--- config.mk ---
export PLATFORM = sky130hd
export DESIGN_NAME = dvp_burst_scheduler
export DESIGN_NICKNAME = d
export VERILOG_FILES = /design/src/rtl/dvp_rx_pkg.sv /design/src/rtl/dvp_outst_cnt.sv /design/src/rtl/dvp_burst_scheduler.sv
export SDC_FILE = /design/constraint.sdc
export NUM_CORES = 1
export LEC_CHECK = 0
export BUFFER_PORTS_ARGS = -buffer_cell sky130_fd_sc_hd__buf_2
export CAP_MARGIN = 20
export CORE_MARGIN = 3
export CORE_UTILIZATION = 55
export CTS_CLUSTER_DIAMETER = 100
export DETAILED_ROUTE_END_ITERATION = 7
export HOLD_SLACK_MARGIN = 0.03
export PLACE_DENSITY = 0.92
export SLEW_MARGIN = 20
export SYNTH_ARGS = -nofsm -noshare
export SYNTH_HDL_FRONTEND = slang
export SYNTH_HIERARCHICAL = 1
export SYNTH_SLANG_ARGS = --single-unit
--- constraint.sdc ---
create_clock -name clk -period 9.4 [get_ports clk]
set_clock_uncertainty 0.05 [all_clocks]
set_input_delay 0.94 -clock clk [delete_from_list [all_inputs] [get_ports clk]]
set_output_delay 0.94 -clock clk [all_outputs]
set_load 0.02 [all_outputs]
--- src/rtl/dvp_rx_pkg.sv ---
// Shared definitions for the DVP receive path: scheduler state encoding,
// AXI response codes and the default bus geometry.
package dvp_rx_pkg;

    typedef enum logic [2:0] {
        ST_IDLE,
        ST_WAIT_DATA,
        ST_ISSUE,
        ST_WAIT_W,
        ST_DRAIN,
        ST_DONE
    } sched_state_t;

    localparam logic [1:0] RESP_OKAY      = 2'b00;
    localparam int         BYTES_PER_BEAT = 4;
    localparam int         KB4_BYTES      = 4096;

    function automatic int beat_bytes(input int data_w);
        return data_w / 8;
    endfunction

endpackage

--- src/rtl/dvp_outst_cnt.sv ---
// Tracks AXI write bursts whose B response has not yet been accepted.
module dvp_outst_cnt #(
    parameter int MAX_OUTST = 4
) (
    input  logic clk,
    input  logic rst,
    input  logic inc,
    input  logic dec,
    output logic full,
    output logic empty
);

    localparam int CNT_W = $clog2(MAX_OUTST + 1);

    logic [CNT_W-1:0] count_reg;

    // Simultaneous increment and decrement cancel out.
    always_ff @(posedge clk) begin
        if (rst) begin
            count_reg <= '0;
        end else if (inc && !dec) begin
            count_reg <= count_reg + 1'b1;
        end else if (dec && !inc && count_reg != '0) begin
            count_reg <= count_reg - 1'b1;
        end
    end

    assign full  = (count_reg == CNT_W'(MAX_OUTST));
    assign empty = (count_reg == '0);

endmodule

--- src/rtl/dvp_burst_scheduler.sv ---
// Issues AXI AW bursts for a DVP frame from FIFO fill level, ping/pong buffers.
// Define DVP_BURST_SCHED_4KB_EN to clip bursts at 4 KB address boundaries.
module dvp_burst_scheduler
    import dvp_rx_pkg::*;
#(
    parameter int ADDR_W           = 32,
    parameter int DATA_W           = BYTES_PER_BEAT * 8,
    parameter int TRANS_DATA_LEN_W = 8,
    parameter int MST_ID_W         = 5,
    parameter int MAX_OUTST        = 4,
    parameter int LVL_W            = 8
) (
    input  logic                        clk,
    input  logic                        rst,
    input  logic                        cfg_en_i,
    input  logic [ADDR_W-1:0]           cfg_base0_i,
    input  logic [ADDR_W-1:0]           cfg_base1_i,
    input  logic [19:0]                 cfg_frm_words_i,
    input  logic [7:0]                  cfg_burst_len_i,
    input  logic [LVL_W-1:0]            fifo_lvl_i,
    input  logic                        frm_start_i,
    input  logic                        frm_end_i,
    output logic                        awvalid_o,
    input  logic                        awready_i,
    output logic [ADDR_W-1:0]           awaddr_o,
    output logic [TRANS_DATA_LEN_W-1:0] awlen_o,
    output logic [MST_ID_W-1:0]         awid_o,
    output logic                        burst_go_o,
    output logic [8:0]                  burst_beats_o,
    input  logic                        burst_done_i,
    input  logic                        bvalid_i,
    input  logic [1:0]                  bresp_i,
    output logic                        bready_o,
    output logic                        frm_done_o,
    output logic                        buf_sel_o,
    output logic                        err_o,
    output logic                        busy_o
);

    localparam int BPB    = beat_bytes(DATA_W);
    localparam int BPB_SH = $clog2(BPB);

    sched_state_t                state_reg, state_next;
    logic [ADDR_W-1:0]           addr_reg, addr_next;
    logic [19:0]                 remaining_reg, remaining_next;
    logic [8:0]                  burst_len_reg, burst_len_next;
    logic [8:0]                  beats_reg, beats_next;
    logic [TRANS_DATA_LEN_W-1:0] awlen_reg, awlen_next;
    logic                        frm_end_reg;
    logic                        buf_sel_reg;
    logic                        err_reg;
    logic                        burst_go_reg;

    logic        awvalid;
    logic        aw_hs;
    logic        b_hs;
    logic        outst_full;
    logic        outst_empty;
    logic [8:0]  beats_calc;
    logic        lvl_ok;
    logic [19:0] remaining_after;

    assign awvalid         = (state_reg == ST_ISSUE);
    assign aw_hs           = awvalid && awready_i;
    assign b_hs            = bvalid_i && !outst_empty;
    assign remaining_after = remaining_reg - 20'(beats_reg);

`ifdef DVP_BURST_SCHED_4KB_EN
    logic [12:0] bytes_to_4kb;
    logic [12:0] beats_to_4kb;

    assign bytes_to_4kb = 13'(KB4_BYTES) - {1'b0, addr_reg[11:0]};
    assign beats_to_4kb = (bytes_to_4kb >> BPB_SH) == '0 ? 13'd1 : (bytes_to_4kb >> BPB_SH);
`endif

    // Burst size candidate: nominal length, trimmed by frame tail, boundary and flush.
    always_comb begin
        beats_calc = burst_len_reg;
        if (remaining_reg < 20'(burst_len_reg)) begin
            beats_calc = remaining_reg[8:0];
        end
`ifdef DVP_BURST_SCHED_4KB_EN
        if (beats_to_4kb < {4'b0, beats_calc}) begin
            beats_calc = beats_to_4kb[8:0];
        end
`endif
        if (frm_end_reg && fifo_lvl_i != '0 && 32'(fifo_lvl_i) < 32'(beats_calc)) begin
            beats_calc = 9'(fifo_lvl_i);
        end
    end

    assign lvl_ok = (32'(fifo_lvl_i) >= 32'(beats_calc));

    always_comb begin
        state_next     = state_reg;
        addr_next      = addr_reg;
        remaining_next = remaining_reg;
        burst_len_next = burst_len_reg;
        beats_next     = beats_reg;
        awlen_next     = awlen_reg;
        case (state_reg)
            ST_IDLE: begin
                if (frm_start_i && cfg_en_i) begin
                    addr_next      = buf_sel_reg ? cfg_base1_i : cfg_base0_i;
                    remaining_next = cfg_frm_words_i;
                    burst_len_next = (cfg_burst_len_i == 8'd0) ? 9'd1 : {1'b0, cfg_burst_len_i};
                    state_next     = ST_WAIT_DATA;
                end
            end
            ST_WAIT_DATA: begin
                if (remaining_reg == '0) begin
                    state_next = ST_DRAIN;
                end else if (lvl_ok && !outst_full) begin
                    beats_next = beats_calc;
                    awlen_next = TRANS_DATA_LEN_W'(beats_calc - 9'd1);
                    state_next = ST_ISSUE;
                end else if (frm_end_reg && fifo_lvl_i == '0) begin
                    // Source ended with nothing left to flush.
                    state_next = ST_DRAIN;
                end
            end
            ST_ISSUE: begin
                if (awready_i) begin
                    state_next = ST_WAIT_W;
                end
            end
            ST_WAIT_W: begin
                if (burst_done_i) begin
                    addr_next      = addr_reg + (ADDR_W'(beats_reg) << BPB_SH);
                    remaining_next = remaining_after;
                    if (remaining_after == '0 || (frm_end_reg && fifo_lvl_i == '0)) begin
                        state_next = ST_DRAIN;
                    end else begin
                        state_next = ST_WAIT_DATA;
                    end
                end
            end
            ST_DRAIN: begin
                if (outst_empty) begin
                    state_next = ST_DONE;
                end
            end
            ST_DONE: begin
                state_next = ST_IDLE;
            end
            default: begin
                state_next = ST_IDLE;
            end
        endcase
    end

    always_ff @(posedge clk) begin
        if (rst) begin
            state_reg     <= ST_IDLE;
            addr_reg      <= '0;
            remaining_reg <= '0;
            burst_len_reg <= 9'd1;
            beats_reg     <= '0;
            awlen_reg     <= '0;
            frm_end_reg   <= 1'b0;
            buf_sel_reg   <= 1'b0;
            err_reg       <= 1'b0;
            burst_go_reg  <= 1'b0;
        end else begin
            state_reg     <= state_next;
            addr_reg      <= addr_next;
            remaining_reg <= remaining_next;
            burst_len_reg <= burst_len_next;
            beats_reg     <= beats_next;
            awlen_reg     <= awlen_next;
            burst_go_reg  <= aw_hs;
            if (state_reg == ST_IDLE) begin
                frm_end_reg <= 1'b0;
            end else if (frm_end_i) begin
                frm_end_reg <= 1'b1;
            end
            if (state_reg == ST_DONE) begin
                buf_sel_reg <= ~buf_sel_reg;
            end
            if (b_hs && bresp_i != RESP_OKAY) begin
                err_reg <= 1'b1;
            end
        end
    end

    dvp_outst_cnt #(
        .MAX_OUTST (MAX_OUTST)
    ) u_outst_cnt (
        .clk   (clk),
        .rst   (rst),
        .inc   (aw_hs),
        .dec   (b_hs),
        .full  (outst_full),
        .empty (outst_empty)
    );

    assign awvalid_o     = awvalid;
    assign awaddr_o      = addr_reg;
    assign awlen_o       = awlen_reg;
    assign awid_o        = '0;
    assign burst_go_o    = burst_go_reg;
    assign burst_beats_o = beats_reg;
    assign bready_o      = !outst_empty;
    assign frm_done_o    = (state_reg == ST_DONE);
    assign buf_sel_o     = buf_sel_reg;
    assign err_o         = err_reg;
    assign busy_o        = (state_reg != ST_IDLE);

endmodule

# [After elaboration in Yosys (flattened, before gate mapping)]
# Index checks and enable logic that the tools add are counted.
[op_classes] n_addsub=5 multipliers=0 div=0 n_lt_le_gt_ge=3 eq_ne=11 n_shift=0 muxes=21 bitwise_logic=2 n_reduce_logical=33
[op_table] cell="2-to-1 mux 32 bit" n=3
[op_table] cell="one-hot mux 32 bit (2 select lines)" n=1
[op_table] cell="zero test 20 bit" n=2
[op_table] cell="2-to-1 mux 20 bit" n=2
[op_table] cell="one-hot mux 20 bit (2 select lines)" n=1
[op_table] cell="adder 32 x 11 -> 32 bit" n=1
[op_table] cell="2-to-1 mux 3 bit" n=10
[op_table] cell="less-than comparator 20 x 9 -> 1 bit" n=1
[op_table] cell="subtractor 20 x 9 -> 20 bit" n=1
[op_table] cell="2-to-1 mux 9 bit" n=2
[op_table] cell="zero test 8 bit" n=2
[op_table] cell="one-hot mux 3 bit (5 select lines)" n=1
[op_table] cell="logical AND 1 bit" n=11
[op_table] cell="== test 3 bit, second input constant" n=3
[op_table] cell="greater-or-equal comparator 8 x 9 -> 1 bit" n=1
[op_table] cell="less-than comparator 8 x 9 -> 1 bit" n=1
[op_table] cell="2-to-1 mux 8 bit" n=1
[op_table] cell="!= test 2 bit, second input constant" n=4
[op_table] cell="nonzero test 8 bit" n=1
[op_table] cell="subtractor 8 x 1 -> 8 bit, second input constant" n=1
[op_table] cell="== test 3 x 2 -> 1 bit, second input constant" n=2
[op_table] cell="zero test 3 bit" n=2
[op_table] cell="AND reduction 3 bit" n=2
[op_table] cell="nonzero test 2 bit" n=3
[op_table] cell="11 further kinds" n=16
[totals] ff_bits=88 latchBits=0 ram_bits=0 romBits=0 in_bits=110 output_inout_bits=61 wordCells=86 memories=0

# [Longest topological paths before layout]
# Gate-level depths: netlist (run 1).
[logic_depth] word_depth=10 depth_mapped=28 ltp_nobuf=25

# [Hierarchy]
# Netlist (run 1), hierarchy kept.
[modules_own_cells] module="dvp_burst_scheduler" n_inst=1 cells_each=834 area_per_inst_um2=6411.1 seq_area_each_um2=1681.6
[modules_own_cells] module="dvp_outst_cnt" n_inst=1 cells_each=25 area_per_inst_um2=227.7 seq_area_each_um2=60.1

# [Worst setup path before layout (run 1)]
# No wires, ideal clock.
[synth_timing] path_type="register -> register" startpoint="register remaining_reg[10]" endpoint="register state_reg[1]" setup_ns=0.128 t_arrival_ns=5.660 t_required_ns=9.222 path_slack_ns=3.563 stages_incl_launch_ff=28 path_buffers=4 period_less_slack_ns=5.837 cell_sequence="dfxtp_1 -> clkbuf_1 -> or4_1 -> nor2_1 -> o221ai_1 -> nand2_2 -> buf_1 -> mux2_2 -> inv_1 -> ha_1 -> a21oi_1 -> nor2b_1 -> nor4b_1 -> nand2_1 -> a2111o_1 -> o21bai_2 -> buf_4 -> mux2i_1 -> inv_1 -> ha_1 -> a211o_1 -> nor2_1 -> o211ai_1 -> a31oi_1 -> nor3b_4 -> buf_4 -> a211oi_1 -> nor2_1"
[synth_between] elab_chain_len=10 elab_cells_between_ends=13 classes_between="3 x order compare; 1 x eq/ne; 5 x mux; 4 x reduce/logical"
[synth_lines] element="from (decl)" line="dvp_burst_scheduler.sv:45" source="logic [19:0] remaining_reg, remaining_next;"
[synth_lines] element="from (signal assigned)" line="dvp_burst_scheduler.sv:167" source="remaining_reg <= remaining_next;"
[synth_lines] element="less-than comparator 20 x 9 -> 1 bit" line="dvp_burst_scheduler.sv:79" source="if (remaining_reg < 20'(burst_len_reg)) begin"
[synth_lines] element="2-to-1 mux 9 bit" line="dvp_burst_scheduler.sv:79"
[synth_lines] element="less-than comparator 8 x 9 -> 1 bit" line="dvp_burst_scheduler.sv:87" source="if (frm_end_reg && fifo_lvl_i != '0 && 32'(fifo_lvl_i) < 32'(beats_calc)) begin"
[synth_lines] element="logical AND 1 bit" line="dvp_burst_scheduler.sv:87"
[synth_lines] element="2-to-1 mux 9 bit" line="dvp_burst_scheduler.sv:87"
[synth_lines] element="greater-or-equal comparator 8 x 9 -> 1 bit" line="dvp_burst_scheduler.sv:92" source="assign lvl_ok = (32'(fifo_lvl_i) >= 32'(beats_calc));"
[synth_lines] element="logical AND 1 bit" line="dvp_burst_scheduler.sv:113" source="end else if (lvl_ok && !outst_full) begin"
[synth_lines] element="2-to-1 mux 3 bit" line="dvp_burst_scheduler.sv:113"
[synth_lines] element="2-to-1 mux 3 bit" line="dvp_burst_scheduler.sv:111" source="if (remaining_reg == '0) begin"
[synth_lines] element="one-hot mux 3 bit (5 select lines)" line="dvp_burst_scheduler.sv:101" source="case (state_reg)"
[synth_lines] element="to (signal assigned)" line="dvp_burst_scheduler.sv:165" source="state_reg <= state_next;"
[synth_lines] element="to (decl)" line="dvp_burst_scheduler.sv:43" source="sched_state_t state_reg, state_next;"
# Several ways; a longest one is shown, not always the timed one.
# A chain may end at the register's enable or synchronous reset.

# [Worst setup path after layout (run 1)]
[layout_timing] startpoint="register remaining_reg[14]" endpoint="register beats_reg[2] (netlist: burst_beats_o[2])"
[layout_between] elab_chain_len=8 elab_cells_between_ends=10 classes_between="3 x order compare; 2 x mux; 1 x bitwise; 4 x reduce/logical"
[layout_lines] element="less-than comparator 20 x 9 -> 1 bit *" line="dvp_burst_scheduler.sv:79"
[layout_lines] element="2-to-1 mux 9 bit *" line="dvp_burst_scheduler.sv:79"
[layout_lines] element="less-than comparator 8 x 9 -> 1 bit" line="dvp_burst_scheduler.sv:87"
[layout_lines] element="logical AND 1 bit" line="dvp_burst_scheduler.sv:87"
[layout_lines] element="2-to-1 mux 9 bit *" line="dvp_burst_scheduler.sv:87"
[layout_lines] element="net beats_calc[0]" line="dvp_burst_scheduler.sv:59" source="logic [8:0] beats_calc;"
[layout_lines] element="greater-or-equal comparator 8 x 9 -> 1 bit *" line="dvp_burst_scheduler.sv:92"
[layout_lines] element="logical AND 1 bit *" line="dvp_burst_scheduler.sv:113"
[layout_lines] element="AND reduction 3 bit (no line) *"
[layout_lines] element="to (signal assigned)" line="dvp_burst_scheduler.sv:169" source="beats_reg <= beats_next;"
[layout_lines] element="to (decl)" line="dvp_burst_scheduler.sv:47" source="logic [8:0] beats_reg, beats_next;"
# Mark *: on every way through the listed nets, which the timed path passes. The rest lies on a longest branch.

==> results of run 1 <==
## logic make-up after synthesis
kind of cell	after synthesis	share of synthesized area, %
xor+xnor	22	2.90
other cells	1	0.0565
flops	87	26.2
fa+ha+maj	42	8.25
simple gates	309	23.0
buf+inv	93	5.77
compound gates	252	25.6
mux	53	8.18
## cell type report
class	instances	area (sq um)
well taps	143	179
inverters	45	169
repair buffers	173	893
multi-input cells	683	4540
clock inverters	5	105
fillers	973	3740
flip-flops and latches	87	1740
clock buffers	11	243
## how the worst min path moves through the flow
stage	startpoint	slack, ns	depth (start not counted)	end
6_report	err_o	0.40	2	err_o
4_1_cts	err_o	0.40	2	err_o
3_3_place_gp	err_o	0.38	2	err_o
3_5_place_dp	err_o	0.39	2	err_o
5_1_grt	err_o	0.43	2	err_o
2_1_floorplan	burst_len_reg[6]	0.40	2	burst_len_reg[6]
## cells in the final DEF (no fill, tap or decap), drive strengths merged, types with 5 or more instances in the layout
| cell type | netlist | layout |
|---|---|---|
| clkbuf | 34 | 11 |
| o21bai | 5 | 5 |
| nand3 | 22 | 22 |
| a22oi | 9 | 9 |
| dfxtp | 87 | 87 |
| nand2 | 67 | 67 |
| xor2 | 10 | 10 |
| nand2b | 7 | 7 |
| nor3b | 7 | 7 |
| o31ai | 10 | 10 |
| a21o | 10 | 10 |
| o22ai | 6 | 6 |
| nor3 | 34 | 34 |
| o21ai | 38 | 38 |
| a31oi | 6 | 6 |
| nor2 | 97 | 97 |
| o21a | 8 | 8 |
| a211oi | 30 | 30 |
| inv | 45 | 45 |
| mux2 | 10 | 10 |
| a21oi | 75 | 75 |
| nor4 | 13 | 13 |
| nand4 | 6 | 6 |
| and3 | 13 | 13 |
| and2 | 7 | 7 |
| buf | 14 | 173 |
| or3 | 8 | 8 |
| conb | 1 | 5 |
| mux2i | 43 | 43 |
| o211ai | 11 | 11 |
| nor2b | 15 | 15 |
| ha | 39 | 39 |
| xnor2 | 12 | 12 |
## through the flow
stage               instances  cell area [sq um]  total power, mW  hold WS [ns]  utilization (%)
detailed placement       1130               7510             1.59         0.389             64.7
CTS                      1146               7860             2.02         0.399             67.7
floorplan                 863               6650             1.32         0.396                -
global placement         1130               7510             1.57         0.382             64.7
global route             1147               7880             2.18         0.431             67.8
finish                   1147               7880             2.05         0.397             67.8
## report_power, final
group          total (mW)  switching, mW  internal [mW]
combinational        1.09          0.663          0.423
sequential          0.536         0.0902          0.446
clock               0.423          0.156          0.267
total                2.05          0.909           1.14
## per-layer routing
metal / vias up / part of all wire [%] / global-route usage (%)
met5: - / 0 / 0
met2: 357 / 47 / 48.8
li1: 3430 / - / -
met4: 0 / 2.5 / 10.2
met1: 3321 / 42 / 39.7
met3: 42 / 8.2 / 6.58
## tightest hold or removal path: cells and delay by family, from the launching register on
| family | cells | cell delay [ns] |
|---|---|---|
| AO/OA/AOI/OAI | 1 | 0.05 |
| flip-flops | 1 | 0.31 |
| buffers and inverters | 1 | 0.05 |
==> metrics.md, run 1 <==
| Metric | Value |
|---|---|
| Status | finished, final reports clean |
| GRT Total Usage | 30.1% |
| Commonest cells in the netlist | 97 x nor2_1, 87 x dfxtp_1, 74 x a21oi_1 |
| Via-per-instance ratio | 6.23 |
| Largest net degree at the start of global routing | 80 |
| CTS resizes | 0 |
| RSZ-0062 raised after global routing | false |
| Synth top area share | 26.2% |
| Htree depth | 3 |
| GRT overflow | 0 |
| Crit-path slowest cell | nor4_1 |
| Post-CTS setup buffer count | 0 |
| CTS Buf Count | 9 |
| CTS Hold Buffers Added | 0 |
| Final WS setup | 2.52 ns |
| Antenna Nets Post-Route | 0 |
| Post-Synthesis Cell Area | about 6600 sq um |
| Final hold violation count | 0 |
| Syn avg cell area | 7.73 sq um |
| Async S/R FF share, synth | 0% |
| Final Critical Period | 6.88 ns |
| Max-Slew Margin vs Limit | 29.1% |
| WL per Instance | 17.7 microns |
| DR iter-0 viols | ~540 |
| Hpwl dp | 15,000 microns |
| Worst-Margin Slew | 1.06 ns |
| CP top delay family | simple AND/OR/NAND/NOR gates |
| Root Driver | clkbuf_16 |
| # rows | 39 |
| CTS max path bufs | 2 |
| CTS tree | done |
| CP endpoint | burst_beats_o[2] |
| DR vias | slightly above 7,000 |
| Reg clk slew, reported paths | 0.06 ns |
| Starting Density | 57.2% |
| Top post-synthesis cells by area | dfxtp_1 26%, ha_1 7.4%, mux2i_1 6.5% |
| Worst r2r dst | burst_beats_o[2] |
| Total wire length | ~20,000 microns |
| Chip height | about 120 microns |
| Clk sinks | 87 |
| Final net count | approximately 1,200 |
| Power density cells | approximately 260 nW/um^2 |
| Setup crit end kind | register |
| Ys Warns | 6 |
| Syn Inst Count | 859 |
| EDFF count, synth | 0 |
| Critical path's largest stage delay | about 0.73 ns |
| CP max FO | 17 |
| Period utilization | 73.1% |
| Max Slew Vio Count | 0 |
| Fmax | approximately 0.15 GHz |
| Flop-to-flop setup slack | 2.52 ns |
| Worst Path Required | 9.64 ns |
| Router iterations before antenna repair | 6 |
| WS Path Type | reg2reg |
| Peak VDD IR | 0.163 mV |
| Layout cells sized above 1 | about 22% |
| CP Buf/Inv Count | 2 |
| RePlAce Congestion | slightly above 1 |
| Critical Path AT | 7.11 ns |
| Die Wd | 116 microns |
| Core area | around 12,000 sq um |
| # setup viols final | 0 |
| Reg2reg path depth | 24 |
| Number of flip-flops in the largest register | 32 |
| Hold WC Path Type | reg2reg |
| Count leader, synth | nor2_1 |
| Crit-path cells | nor4_1 > nand3b_4 > nor3_4 > nand2_2 > mux2_2 > inv_1 > ha_1 > a21oi_1 > nor2b_1 > nor4b_1 > nand2_1 > a2111o_1 > o21bai_2 > mux2_2 > ha_1 > nand2b_1 > a21o_1 > a21oi_1 > o21bai_1 > a31oi_1 > nor3b_4 > buf_8 > mux2_2 > nor2_1 |
| Worst path depth | 24 |
| Top FF cell, synth | dfxtp_1 |
| Vias in the first global route | between 6,000 and 7,000 |
| Count of input and output buffers | 165 |
| Io pins | 171 |
| Number of inserted diodes | 0 |
| #FFs+latches synth | 87 |
| Antenna violations before repair | 0 |
| DR DRC count | 0 |
| Area growth syn-to-layout | 18.6% |
| First-pass GRT wire length | 32,600 microns |
| DP Worst Slack | 2.37 ns |
| CP most frequent cell | mux2_2 |
| Skew-Pair Late Insertion Delay | 0.36 ns |
| Worst Setup SP | remaining_reg[14] |
| Setup_tns | 0 ns |
| Leading area contributor after synthesis | dfxtp_1 |
| Maxcap violations | 0 |
| Sequential area share after synthesis | a little over a quarter |
| Die ar. | 13,400 sq um |
| Synth cell types | 77 |
| R2R Path Start | remaining_reg[14] |
| Total leakage power | between 3 and 4 nW |
| Critical path launch point type | register |
No activity file was read; power rests on OpenSTA's default activity.
==> run 2: changes to the inputs <==
- ABC_AREA: not set -> 1
- CORE_UTILIZATION: 55 -> 49
- PLACE_DENSITY: 0.92 -> 0.88
- clock period: 9.4 -> 6.2 ns (I/O delays scaled with it)
==> run 2 against run 1 <==
- synthesized area shrank 1.6%
- via count shrank 1.5%
- first-iteration DRC count grew 22%
- sequential power grew 52%
- synthesized cell count grew 14%
- critical path depth grew 2
- combinational power grew 81%
- non-clock buffer count shrank 3
- die area grew 9.9%
- fmax grew 43%
- flip-flop and latch count is the same
- critical endpoint is now awlen_o[7]
==> metrics.md, run 2 <==
| Metric | Value |
|---|---|
| Status | finished, final reports clean |
| Final hold violation count | 0 (unchanged) |
| Critical path launch point type | register |
| Async S/R FF share, synth | 0% (unchanged) |
| Fillers | 1,225 (+26%) |
| CTS max path bufs | 2 (unchanged) |
| Core area | 12,800 sq um (+10%) |
| Most common cell after layout, fill and taps aside | nand2_1 |
| Final Critical Period | 4.82 ns (-2.05 ns) |
| Largest net degree at the start of global routing | 79 (-1.3%) |
| GRT Total Usage | 25.7% (-4.3 points) |
| Critical Path AT | 5.02 ns (-2.09 ns) |
| Max-Slew Margin vs Limit | 35.8% (+6.7 points) |
| GRT overflow | 0 (unchanged) |
| Total wire length | 19,100 microns (-6.0%) |
| Post-CTS setup buffer count | 0 (unchanged) |
| Vias in the first global route | 6,484 (-2.8%) |
| Chip height | 121 microns (+4.8%) |
| Sequential cell area | 1740 sq um (about the same) |
| Clk sinks | 87 (unchanged) |
| Area growth syn-to-layout | 18.6% (about the same) |
| Commonest cells in the netlist | 207 x nand2_1, 103 x inv_1, 87 x dfxtp_1 |
| Io pins | 171 (unchanged) |
| Hold WC Path Type | reg2reg |
| Worst-Margin Slew | 0.961 ns (-0.0996 ns) |
| Syn avg cell area | 6.64 sq um (-14%) |
| Count of input and output buffers | 165 (unchanged) |
| Setup crit end kind | register |
| CTS resizes | 0 (unchanged) |
| Leading area contributor after synthesis | dfxtp_1 |
| EDFF count, synth | 0 (unchanged) |
| Power density cells | 440 nW/um^2 (+70%) |
| Fmax | 0.207 GHz (+43%) |
| First-pass GRT wire length | 30,500 microns (-6.6%) |
| Synth cell types | 45 (-42%) |
| Area occupied by multi-input gates | 4170 sq um (-8.2%) |
| Hpwl dp | 14,300 microns (-4.2%) |
| #FFs+latches synth | 87 (unchanged) |
| WL per Instance | 14.7 microns (-17%) |
| Most frequent cells in the layout | 206 x nand2_1, 165 x buf_2, 103 x inv_1 |
| Final net count | 1,272 (+11%) |
| Layout cells sized above 1 | 21.3% (-0.98 points) |
| Setup_tns | 0 ns (unchanged) |
| Count leader, synth | nand2_1 |
| Root Driver | clkbuf_16 |
| Top FF cell, synth | dfxtp_1 |
| Reg clk slew, reported paths | 0.06 ns (about the same) |
| Via-per-instance ratio | 5.42 (-13%) |
| DR iter-0 viols | 659 (+22%) |
| Period utilization | 77.8% (+4.6 points) |
| Maxcap violations | 0 (unchanged) |
| CTS tree | done |
| Router iterations before antenna repair | 5 (-1) |
| # setup viols final | 0 (unchanged) |
| Sequential area share after synthesis | 26.7% (+0.43 points) |
| DR DRC count | 0 (unchanged) |
| DR vias | 7,041 (-1.5%) |
| Max Slew Vio Count | 0 (unchanged) |
| Ys Warns | 6 (unchanged) |
| Worst Path Required | 6.39 ns (-3.25 ns) |
| Number of flip-flops in the largest register | 32 (unchanged) |
| Synth top area share | 26.7% (+0.43 points) |
| Critical path's largest stage delay | 0.41 ns (-0.32 ns) |
| Starting Density | 50.9% (-6.2 points) |
| Skew-Pair Late Insertion Delay | 0.34 ns (-0.02 ns) |
| Antenna violations before repair | 1 (+1) |
| CP max FO | 23 (+6) |
| Total leakage power | 3.69 nW (+9.7%) |
| Crit-path slowest cell | dfxtp_1 |
| Post-Synthesis Cell Area | 6530 sq um (-1.6%) |
| # rows | 41 (+5.1%) |
| Die Wd | 121 microns (+4.8%) |
| Peak VDD IR | 0.189 mV (+16%) |
| RePlAce Congestion | 0.949 (-5.9%) |
| Top post-synthesis cells by area | dfxtp_1 27%, nand2_1 12%, ha_1 7.5% |
| Tot Pwr | 3.41 mW (+67%) |
| Antenna Nets Post-Route | 0 (unchanged) |
| CP most frequent cell | nand2_1 |
| Htree depth | 3 (unchanged) |
| CTS Hold Buffers Added | 0 (unchanged) |
| CTS Buf Count | 9 (unchanged) |
| RSZ-0062 raised after global routing | false |
| Die ar. | 14,800 sq um (+9.9%) |
| WS Path Type | reg2reg |
| Syn Inst Count | 983 (+14%) |
==> run 2: cell count changes after synthesis, moves of 24 or more <==
cell	previous run	this run
a31oi_1	6	30
inv_1	44	103
mux2i_1	43	0
nand2_1	66	207
o21ai_0	38	82
==> run 2: power breakdown <==
group	internal [mW]	switching (mW)	leakage, nW
logic	0.687	1.29	2.81
clock network	0.397	0.222	0.169
registers	0.685	0.130	0.712
total	1.77	1.64	3.69
==> run 2: logic make-up (layout without fill, tap and decap cells) <==
logic type               count (synthesis)  after routing  synth area share (%)
AO/OA/AOI/OAI                          260            260                  23.3
XOR/XNOR                                36             36                  4.83
adder cells (fa/ha/maj)                 42             42                  8.39
buffers and inverters                  156            294                  9.85
flip-flops                              87             87                  26.7
other                                    1              6                0.0574
AND/OR/NAND/NOR                        401            401                  26.9
==> run 2: cell type report <==
type,instances,share of cell area [%]
Antenna cell,1,0.0323
Clock buffer,14,3.67
Clock inverter,2,0.776
Inverter,108,5.24
Multi-Input combinational cell,744,53.9
Sequential cell,87,22.5
Tap cell,172,2.78
Timing Repair Buffer,170,11.1
==> run 2: worst paths after layout <==
kind | from | end | slack [ns] | cells after the start
setup / recovery | remaining_reg[7] | awlen_o[7] | 1.38 | 26
hold / removal | err_o | err_o | 0.40 | 2
setup reg to reg | remaining_reg[7] | awlen_o[7] | 1.38 | 26
hold reg to reg | err_o | err_o | 0.40 | 2
==> run 2: metal layers <==
metal  GRT usage [%]  vias up  part of all wire [%]
met3            5.83       47                   7.3
met4            10.4        0                   2.9
met2            41.8      245                    47
met1            33.0     3185                    43
met5               0        -                     0
li1                -     3564                     -
==> run 2: worst max-delay path, delay by kind of cell (launching register included) <==
kind / cells / cell delay, ns
simple gates: 15 / 1.97
buf+inv: 2 / 0.09
flops: 1 / 0.41
compound gates: 6 / 1.26
fa+ha+maj: 3 / 0.92
==> run 2: through the flow <==
| step | utilization [%] | cells | instance area (sq um) | hold WS, ns | worst slack (ns) |
|---|---|---|---|---|---|
| 2_1_floorplan | - | 987 | 6550 | 0.395 | 1.86 |
| 3_3_place_gp | 57.7 | 1281 | 7400 | 0.385 | 1.63 |
| 3_5_place_dp | 57.7 | 1281 | 7400 | 0.392 | 1.40 |
| 4_1_cts | 60.4 | 1297 | 7740 | 0.402 | 1.40 |
| 5_1_grt | 60.4 | 1298 | 7740 | 0.427 | 0.881 |
| 6_report | 60.4 | 1298 | 7740 | 0.398 | 1.38 |
==> run 3: changes to the inputs <==
- ABC_AREA: 1 -> 0
- clock period: 6.2 -> 4.1 ns (I/O delays scaled with it)
==> run 3 against run 2 <==
- the flow now finishes with violations (negative setup slack)
- largest power group unchanged
- first-iteration DRC count increased by 17%
- non-clock buffer count increased by 102
- count of clock-buffer cells in the layout decreased by 4
- cell area increased by 15%
- critical path type unchanged
- critical endpoint is now burst_beats_o[1]
- combinational power increased by 62%
- wire length increased by 22%
- flip-flop and latch count unchanged
==> metrics.md, run 3 (synthesized netlist as in run 1, its figures left out) <==
| Metric | Value |
|---|---|
| Final Critical Period | 5.41 ns (+0.590 ns) |
| Status | finished, violations left |
| Io pins | 171 (unchanged) |
| Clk sinks | 87 (unchanged) |
| Critical Path AT | 5.57 ns (+0.55 ns) |
| Router iterations before antenna repair | 6 (+1) |
| Fillers | 1,061 (-13%) |
| WL per Instance | 18.2 microns (+24%) |
| # setup viols final | 20 (+20) |
| Period utilization | 132% (+54 points) |
| R2R Path Start | remaining_reg[11] |
| Antenna violations before repair | 1 (unchanged) |
| Min-delay src | cfg_burst_len_i[4] |
| Worst Setup SP | remaining_reg[11] |
| Reg clk slew, reported paths | 0.06 ns (about the same) |
| DP Worst Slack | -1.28 ns (-2.69 ns) |
| Setup crit end kind | register |
| Final hold violation count | 0 (unchanged) |
| Fmax | 0.185 GHz (-11%) |
| Final net count | 1,250 (-1.7%) |
| CP max FO | 7 (-70%) |
| Via-per-instance ratio | 6.09 (+12%) |
| GRT Total Usage | 30.0% (+4.3 points) |
| Die Wd | 122 microns (+0.78%) |
| Total leakage power | 3.91 nW (+5.9%) |
| CTS tree | done |
| Starting Density | 51.4% (+0.43 points) |
| Antenna Nets Post-Route | 0 (unchanged) |
| RSZ-0062 raised after global routing | true |
| RePlAce Congestion | 0.916 (-3.4%) |
| Worst-Margin Slew | 0.922 ns (-0.0394 ns) |
| CTS max path bufs | 2 (unchanged) |
| Sequential cell area | 1750 sq um (+0.22%) |
| First-pass GRT wire length | 36,200 microns (+19%) |
| Core area | 12,900 sq um (+0.80%) |
| Max Slew Vio Count | 0 (unchanged) |
| Critical path launch point type | register |
| DR DRC count | 0 (unchanged) |
| Vias in the first global route | 7,361 (+14%) |
| GRT overflow | 0 (unchanged) |
| Hold WC Path Type | in2reg |
| Most frequent cells in the layout | 165 x buf_2, 96 x buf_4, 90 x nor2_1 |
| Max-Slew Margin vs Limit | 38.5% (+2.7 points) |
| Root Driver | clkbuf_16 |
| Failing checks | negative setup slack |
| Area growth syn-to-layout | 33.7% |
| Skew-Pair Late Insertion Delay | 0.35 ns (about the same) |
| CTS Hold Buffers Added | 0 (unchanged) |
| Total wire length | 23,200 microns (+22%) |
| CTS Buf Count | 9 (unchanged) |
| Largest net degree at the start of global routing | 46 (-42%) |
| Hpwl dp | 16,500 microns (+15%) |
| WS Path Type | reg2reg |
| Power density cells | 597 nW/um^2 (+36%) |
| # rows | 41 (unchanged) |
| Peak VDD IR | 0.335 mV (+77%) |
| Final WS setup | -1.31 ns (-2.69 ns) |
| Count of input and output buffers | 165 (unchanged) |
| Most common cell after layout, fill and taps aside | buf_2 |
| DR iter-0 viols | 773 (+17%) |
| Maxcap violations | 0 (unchanged) |
| Setup_tns | -24.74 ns (-24.74 ns) |
| DR vias | 7,769 (+10%) |
| Chip height | 122 microns (+0.78%) |
| Number of flip-flops in the largest register | 32 (unchanged) |
| Worst Path Required | 4.26 ns (-2.13 ns) |
| Area occupied by multi-input gates | 4750 sq um (+14%) |
| Die ar. | 15,000 sq um (+1.6%) |
| Htree depth | 3 (unchanged) |
| Layout cells sized above 1 | 32.1% (+11 points) |
[run 3: cell count changes in the layout (fill, tap and decap cells not counted), sizes merged, moves of 15 or more]
cell    before  now
nand2      220   67
buf        170  272
inv        108   45
o21ai       94   38
mux2i        0   43
a31oi       30    6
a211oi       7   30
o211ai      33   11
or2         25    4
nor3        14   34
nand3       38   22
nor2b        0   15
[run 3: path summary, 6_finish.rpt]
kind	end	slack (ns)	depth (start not counted)
min	burst_len_reg[4]	0.26	3
max reg2reg	burst_beats_o[1]	-1.31	25
max	burst_beats_o[1]	-1.31	25
min reg2reg	err_o	0.40	2
[run 3: repair_timing]
item | CTS | global route
endpoints found under the setup margin | 20 | 20
setup buffers | 10 | 6
pin swaps | 7 | 15
gates resized for setup | 34 | 9
[run 3: worst max-delay path, cell delays in order (launching register included)]
cell	delay [ns]
dfxtp_2	0.32
or4_4	0.54
nand3b_4	0.19
nor3_4	0.16
nand2_2	0.13
mux2_4	0.35
inv_4	0.06
ha_4	0.19
a21oi_2	0.11
nor2b_1	0.06
nor4b_2	0.30
nand2_1	0.11
a2111o_1	0.34
o21bai_4	0.23
buf_6	0.16
buf_6	0.10
mux2i_4	0.24
ha_4	0.15
buf_4	0.11
nand3_2	0.09
o41ai_2	0.29
a31oi_2	0.10
nor3b_4	0.42
buf_6	0.20
mux2i_1	0.19
nor2_1	0.08
[run 3: area by class of cell]
cell class / instances / area share, %
multi-input combinational: 683 / 53.5
sequential: 87 / 19.7
timing repair buffer: 272 / 18.8
clock buffer: 10 / 2.69
tap: 172 / 2.43
inverter: 45 / 1.93
clock inverter: 5 / 0.931
antenna: 1 / 0.0282
[run 3: per-stage QoR]
step | instance area, sq um | instances | utilization [%] | hold slack (ns) | power [mW]
floorplan | 6730 | 863 | - | 0.399 | 3.08
global placement | 8240 | 1244 | 63.8 | 0.381 | 3.99
detailed placement | 8240 | 1244 | 63.8 | 0.388 | 4.07
CTS | 8800 | 1269 | 68.1 | 0.253 | 5.16
global route | 8870 | 1275 | 68.6 | 0.266 | 5.62
finish | 8870 | 1275 | 68.6 | 0.257 | 5.30
[run 3: routing by layer]
layer	part of all wire [%]	track usage, %
met5	0	0
met3	8.2	6.13
met4	4.2	11.9
met1	39	37.1
met2	49	51.2
[run 3: power by group]
| group | total [mW] | switching, mW | internal, mW |
|---|---|---|---|
| Clock | 0.908 | 0.359 | 0.548 |
| Combinational | 3.20 | 1.80 | 1.40 |
| Sequential | 1.19 | 0.168 | 1.02 |
